File: config.mk
export PLATFORM = sky130hd
export DESIGN_NAME = ecc_input_loader
export DESIGN_NICKNAME = d
export VERILOG_FILES = /design/src/rtl/ecc_pkg.sv /design/src/rtl/key_range_check.sv /design/src/rtl/ecc_input_loader.sv
export SDC_FILE = /design/constraint.sdc
export NUM_CORES = 1
export LEC_CHECK = 0
export ABC_AREA = 0
export CAP_MARGIN = 40
export CORE_UTILIZATION = 60
export DETAILED_ROUTE_END_ITERATION = 10
export DONT_BUFFER_PORTS = 1
export GPL_ROUTABILITY_DRIVEN = 0
export PLACE_DENSITY = 0.73
export SYNTH_ARGS = -nofsm -noshare
export SYNTH_HDL_FRONTEND = slang
export SYNTH_SLANG_ARGS = --single-unit
export TNS_END_PERCENT = 20
File: constraint.sdc
create_clock -name clk -period 2.6 [get_ports clk]
set_input_delay 0.26 -clock clk [delete_from_list [all_inputs] [get_ports clk]]
set_output_delay 0.26 -clock clk [all_outputs]
set_load 0.02 [all_outputs]
File: src/rtl/ecc_pkg.sv
// ecc_pkg: shared constants and types for the ECDSA front end
package ecc_pkg;
   localparam logic [255:0] CURVE_N_DEFAULT =
      256'hFFFFFFFFFFFFFFFFFFFFFFFFFFFFFFFEBAAEDCE6AF48A03BBFD25E8CD0364141;
   localparam int KEY_BYTES   = 32;
   localparam int MSG_BYTES   = 12;
   localparam int FRAME_BYTES = KEY_BYTES + MSG_BYTES;
   typedef enum logic [1:0] {LOAD, CHECK, START, WAIT_DONE} loader_state_t;
endpackage

File: src/rtl/key_range_check.sv
// key_range_check: flags a scalar outside [1, n-1]
module key_range_check (
   input  logic [255:0] key,
   input  logic [255:0] n,
   output logic         bad
);
   assign bad = (key == '0) || (key >= n);
endmodule

File: src/rtl/ecc_input_loader.sv
// ecc_input_loader: assembles key and message from a byte stream and launches the signing core
module ecc_input_loader import ecc_pkg::*; #(
   parameter logic [255:0] CURVE_N = CURVE_N_DEFAULT
) (
   input  logic         clk,
   input  logic         reset_n,
   input  logic         clear,
   input  logic [7:0]   in_data,
   input  logic         in_valid,
   output logic         in_ready,
   input  logic         Done,
   output logic [255:0] priv_key,
   output logic [95:0]  message,
   output logic         start,
   output logic         invalid_error
);
   loader_state_t state, state_nxt;
   logic [5:0] cnt;
   logic       bad;
   logic       take;
   logic       last;
   key_range_check u_range (.key(priv_key), .n(CURVE_N), .bad(bad));
   assign take = in_valid && in_ready && !clear;
   assign last = cnt == 6'(FRAME_BYTES - 1);
   always_ff @(posedge clk)
      if (!reset_n) state <= LOAD;
      else state <= state_nxt;
   always_comb begin
      state_nxt = state;
      unique case (state)
         LOAD:      if (take && last) state_nxt = CHECK;
         CHECK:     state_nxt = bad ? LOAD : START;
         START:     state_nxt = WAIT_DONE;
         WAIT_DONE: if (Done) state_nxt = LOAD;
      endcase
   end
   always_comb begin
      in_ready = state == LOAD;
      start    = state == START;
   end
   // cnt parks at the last index until CHECK or Done clears it
   always_ff @(posedge clk)
      if (!reset_n) begin
         cnt           <= '0;
         priv_key      <= '0;
         message       <= '0;
         invalid_error <= 1'b0;
      end else if (state == LOAD && clear) begin
         cnt      <= '0;
         priv_key <= '0;
         message  <= '0;
      end else if (take) begin
         if (cnt < 6'(KEY_BYTES)) priv_key <= {priv_key[247:0], in_data};
         else message <= {message[87:0], in_data};
         if (!last) cnt <= cnt + 6'd1;
         if (cnt == '0) invalid_error <= 1'b0;
      end else if (state == CHECK && bad) begin
         invalid_error <= 1'b1;
         cnt           <= '0;
      end else if (state == WAIT_DONE && Done) cnt <= '0;
endmodule

==> reports/metrics.yaml, run 1 <==
place:
  dp_cells: 2219
  hpwl_mm: 33.0
  portBuffers: 0
sta:
  fmax_mhz: 408
  hold_viol: 0
  maxSlewHeadroom_pct: 48.5
  fin_crit_ns: 2.45
  rsz0062_at_grt: "no"
  tightest_slew_ns: 0.773
  skew_ns: 0.0151
  finalMaxSlewViolations: 0
  setup_viol: 0
  setup_tns_ns: 0
  final.period_utilization_pct: 94.2
setup_path:
  critPathBufInv: 0
  crit_path_start_kind: "flip-flop"
  crit_path_max_incr_delay_ns: 0.56
  path_class: "flip-flop to flip-flop"
  required_ns: 3.05
  crit_fanout: 6
  cp_cell_sequence: "nor4_1 -> nand4_1 -> or4_1 -> nor4_2 -> a32oi_2 -> nand3b_1 -> mux2i_1"
  arrival_ns: 2.90
  endpoint_kind: "flip-flop"
  worst_path_max_delay_cell: "or4_1"
  path_delay_family: "simple AND/OR/NAND/NOR gates"
synth:
  synth_area_per_cell_um2: 7.62
  synth.cell_area_um2: 13900
  synth_common_cells: "nand2_1 (721), a21oi_1 (363), dfxtp_1 (361)"
  ys_seq_area_share_pct: 52.2
  synth_enable_flop_cells: 0
  syn_nets: 1833
  yosysMostFrequentCell: "nand2_1"
  syn_inst: 1818
  synth_flop_cell: "dfxtp_1"
  yosys_register_bits: 361
  yosysTopAreaCell: "dfxtp_1"
  yosysTopAreaCellShare_pct: 52.2
  yosysWarnings: 0
  synthArstFlopShare_pct: 0
  synth_area_leaders: "dfxtp_1 (52%), nand2_1 (20%), a21oi_1 (13%)"
  ys_types: 50
pwr:
  power_leakage_uw: 0.00581
  peakVddDrop_mv: 0.677
  power_density_nw_per_um2: 659
global_routing:
  antenna_found_initial: 0
  grt_pass1_wl_mm: 72.1
  grt_overflow_total: 0
  grt_pass1_vias: 13100
  grtUsageTotal_pct: 38.2
  grt_start_max_net_pins: 165
floorplan:
  rows: 55
  die_area_um2: 23700
  fp.coreArea_um2: 22600
  initial_utilization_pct: 61.2
  ioPinCount: 368
  die_h_um: 154
  chipWidth_um: 154
cts:
  cts_tree: "built"
  cts.repair.resized: 0
  cts_buffers: 37
  clk_path_buf_depth: 3
  insertion_delay_ns: 0.52
  cts_setup_buffers: 0
  cts-root-buf: "clkbuf_16"
  cts.sinks: 361
  cts.reportedPaths.clkPinSlew_ns: 0.06
  htreeDepth: 2
finish:
  nNetsFinal: 1997
  fin_cells: 2293
  antenna_cells: 0
  layout-drive-gt1-share_pct: 15.4
  area.growth.synth_to_final_pct: 23.0
detailed_routing:
  drc: 0
  first_pass_iters: 6
  ant_nets: 0
  drtIter0Drc: 1458
  via_count: 13900
  wirelength_mm: 46.8
  via_per_inst: 6.07
  wl_per_cell_um: 20.4
run_status:
  status: "finished, final reports clean"
flow_run:
  drv_cap: 0
hold_path:
  hp-class: "input port to flip-flop"
## final cells by class
type                       count  area (µm²)
sequential                   361        7230
multi-input combinational   1328        6160
fill                        1775        5590
timing repair buffer         246        2050
clock buffer                  54        1090
tap                          285         357
clock inverter                11         136
inverter                       8        30.0
## worst paths after layout
check | from | end | slack (ns) | cells after the start
hold / removal | clear | invalid_error | 0.02 | 2
hold reg to reg | priv_key[226] | priv_key[226] | 0.48 | 2
setup / recovery | priv_key[54] | cnt[5] | 0.15 | 7
setup reg to reg | priv_key[54] | cnt[5] | 0.15 | 7
## cell usage in the layout (no fill, tap or decap), drive strengths merged, types with 2 or more instances in the layout
cell / netlist / final
nand2: 721 / 721
a21oi: 363 / 363
dfxtp: 361 / 361
buf: 15 / 237
nor4: 70 / 70
nand4: 60 / 60
clkbuf: 106 / 54
nor2: 13 / 13
nor3: 12 / 12
o21ai: 11 / 11
dlygate4sd3: 0 / 9
inv: 8 / 9
nand3: 7 / 7
a211oi: 7 / 7
nor2b: 7 / 7
clkinv: 0 / 6
o211ai: 5 / 5
a31oi: 5 / 5
and3: 4 / 4
or4: 3 / 3
bufinv: 0 / 3
a21boi: 3 / 3
nand2b: 3 / 3
or3: 2 / 2
or2: 2 / 2
o311ai: 2 / 2
and4b: 2 / 2
a41oi: 2 / 2
mux2i: 2 / 2
ha: 2 / 2
and2: 2 / 2
a32oi: 2 / 2
o2111ai: 2 / 2
## cells by family after synthesis
logic type | synth area share [%]
simple gates | 28.3
compound gates | 15.6
buf+inv | 3.58
mux | 0.144
xor+xnor | 0.0632
flops | 52.2
fa+ha+maj | 0.181
## layer usage
layer | wire length, µm | vias up | track usage (%)
met5 | 0 | - | 0
met4 | 2340 | 0 | 19.8
met3 | 5190 | 143 | 12.9
met2 | 21900 | 745 | 62.9
met1 | 17400 | 6520 | 44.2
li1 | - | 6509 | -
## metrics by stage
step	total power, µW	util, %	instance area [µm²]	hold slack, ns	worst slack, ns
2_1_floorplan	5880	-	13900	0.378	0.504
3_3_place_gp	5960	69.2	15700	0.383	0.286
3_5_place_dp	5970	69.5	15700	0.384	0.207
4_1_cts	11300	75.3	17000	0.0120	0.172
5_1_grt	11500	75.3	17000	0.0128	0.00427
6_report	11200	75.3	17000	0.0180	0.151
## worst reg2reg max path, delay by kind of cell, from the launching register on
kind	cells	cell delay, ns
multiplexers	1	0.20
flip-flops	1	0.42
AND/OR/NAND/NOR	5	1.52
AO/OA/AOI/OAI	1	0.25
## registers in the layout, indices dropped and copies added (netlist names), named ones only
| register | cells |
|---|---|
| cnt | 6 |
| invalid_error | 1 |
| priv_key | 256 |
| state | 1 |
| message | 96 |
## repair_timing
action | in CTS | in global routing
hold buffers | 9 | 0
setup endpoints to repair | 0 | 0
endpoints found under the hold margin | 19 | 0
## power breakdown
group | switching [µW] | internal, µW
Sequential | 3.89 | 5530
Clock | 2160 | 3210
Combinational | 255 | 70.7
Power figures use the tool's default switching activity.
==> run 2: changes to the inputs <==
Settings changed: GPL_ROUTABILITY_DRIVEN 0 to unset.
==> reports/metrics.yaml, run 2 (same netlist as run 1, synthesis figures left out) <==
finish:
  layout-drive-gt1-share_pct: 15.3
  nNetsFinal: 1993
  layout_common_cells: "nand2_1 (719), a21oi_1 (363), dfxtp_1 (361)"
  multiInputGateArea_um2: 6170
  top_register: "priv_key"
  largest_reg_flops: 256
  layout_commonest_cell: "nand2_1"
  fin_cells: 2292
  finalInstanceArea_um2: 17100
  fill_cells: 1719
  area.growth.synth_to_final_pct: 23.2
  regArea_um2: 7230
  antenna_cells: 0
  top_regs: "priv_key: 256 flops, message: 96 flops, cnt: 6 flops"
detailed_routing:
  ant_nets: 0
  via_per_inst: 6.02
  via_count: 13800
  wirelength_mm: 46.3
  wl_per_cell_um: 20.2
  first_pass_iters: 5
  drc: 0
  drtIter0Drc: 1466
sta:
  fmax_mhz: 407
  tightest_slew_ns: 0.856
  final.period_utilization_pct: 94.6
  skew_ns: 0.0123
  setup_viol: 0
  finalMaxSlewViolations: 0
  fin_crit_ns: 2.46
  hold_viol: 0
  rsz0062_at_grt: "no"
  maxSlewHeadroom_pct: 42.9
  setup_tns_ns: 0
  finalWorstSetupSlack_ns: 0.141
setup_path:
  arrival_ns: 2.91
  endpoint_kind: "flip-flop"
  crit_path_max_incr_delay_ns: 0.50
  required_ns: 3.05
  worst_path_max_delay_cell: "a211oi_1"
  path_class: "flip-flop to flip-flop"
  crit_fanout: 6
  crit_path_start_kind: "flip-flop"
  cp_cell_sequence: "nor4_1 -> and3_1 -> o311ai_0 -> buf_4 -> a211oi_1 -> o2111ai_2 -> nand3b_1 -> mux2i_1"
global_routing:
  grt_pass1_wl_mm: 71.3
  met1_usage_pct: 42.3
  grt_overflow_total: 0
  grt_start_max_net_pins: 177
  met3_usage_pct: 14.1
  grt_pass1_vias: 13000
  busiest_layer: "met2"
  grtUsageTotal_pct: 37.9
  antenna_found_initial: 0
  grtUsageMet2_pct: 62.8
floorplan:
  initial_utilization_pct: 61.2
  rows: 55
  ioPinCount: 368
  chipWidth_um: 154
  die_area_um2: 23700
  fp.coreArea_um2: 22600
  die_h_um: 154
cts:
  cts_setup_buffers: 0
  htreeDepth: 2
  cts.reportedPaths.clkPinSlew_ns: 0.06
  insertion_delay_ns: 0.53
  cts.sinks: 361
  clk_path_buf_depth: 3
  cts-root-buf: "clkbuf_16"
  cts_tree: "built"
  cts_buffers: 38
place:
  hpwl_mm: 32.7
  place_ws_ns: 0.148
  gp_congestion: 0.946
  place_area_um2: 15700
  portBuffers: 0
  dp_cells: 2214
run_status:
  status: "finished, final reports clean"
flow_run:
  drv_cap: 0
hold_path:
  hp-class: "input port to flip-flop"
pwr:
  peakVddDrop_mv: 0.577
  power_leakage_uw: 0.00581
  power_density_nw_per_um2: 671
-- run 2: cell count changes in the layout (fill, tap and decap cells not counted), sizes merged --
cell / before / now
bufinv: 3 / 4
inv: 9 / 8
clkinvlp: 1 / 0
clkinv: 6 / 7
buf: 237 / 232
clkbuf: 54 / 58
-- run 2: worst paths after layout --
kind	cells after the start	slack (ns)	endpoint	from
max	8	0.14	cnt[5]	priv_key[24]
min	2	0.02	invalid_error	clear
max reg2reg	8	0.14	cnt[5]	priv_key[24]
min reg2reg	2	0.48	priv_key[237]	priv_key[237]
-- run 2: stage by stage --
stage / hold slack (ns) / power [µW] / utilization (%)
floorplan: 0.378 / 5880 / -
global placement: 0.381 / 5960 / 69.1
detailed placement: 0.382 / 5960 / 69.2
CTS: 0.0119 / 11500 / 75.3
global route: 0.0116 / 11800 / 75.4
finish: 0.0204 / 11400 / 75.4
-- run 2: repair_timing --
action | CTS | global route
gates resized for setup | 0 | 3
endpoints found under the setup margin | 0 | 2
hold buffers | 9 | 0
hold endpoints to repair | 25 | 0
-- run 2: metal layers --
layer,up-vias,wire length (µm)
met2,720,21700
met1,6435,16600
met4,0,2430
met3,144,5630
met5,-,0
li1,6497,-
-- run 2: area by class of cell --
type                            instances  share of cell area, %
Clock buffer                           58                   6.68
Clock inverter                         11                  0.909
Inverter                                8                  0.176
Multi-Input combinational cell       1328                   36.2
Sequential cell                       361                   42.3
Tap cell                              285                   2.09
Timing Repair Buffer                  241                   11.7
-- run 2: worst max-delay path, delay by kind of cell, from the launching register on --
family,cells,cell delay [ns]
flops,1,0.31
buf+inv,1,0.17
simple gates,3,0.81
compound gates,3,0.91
mux,1,0.19
-- run 2: report_power, final --
| part | internal [µW] | total (µW) | switching [µW] |
|---|---|---|---|
| Combinational | 69.4 | 321 | 252 |
| Sequential | 5530 | 5540 | 4.01 |
| Clock | 3420 | 5590 | 2170 |
| Total | 9030 | 11400 | 2420 |
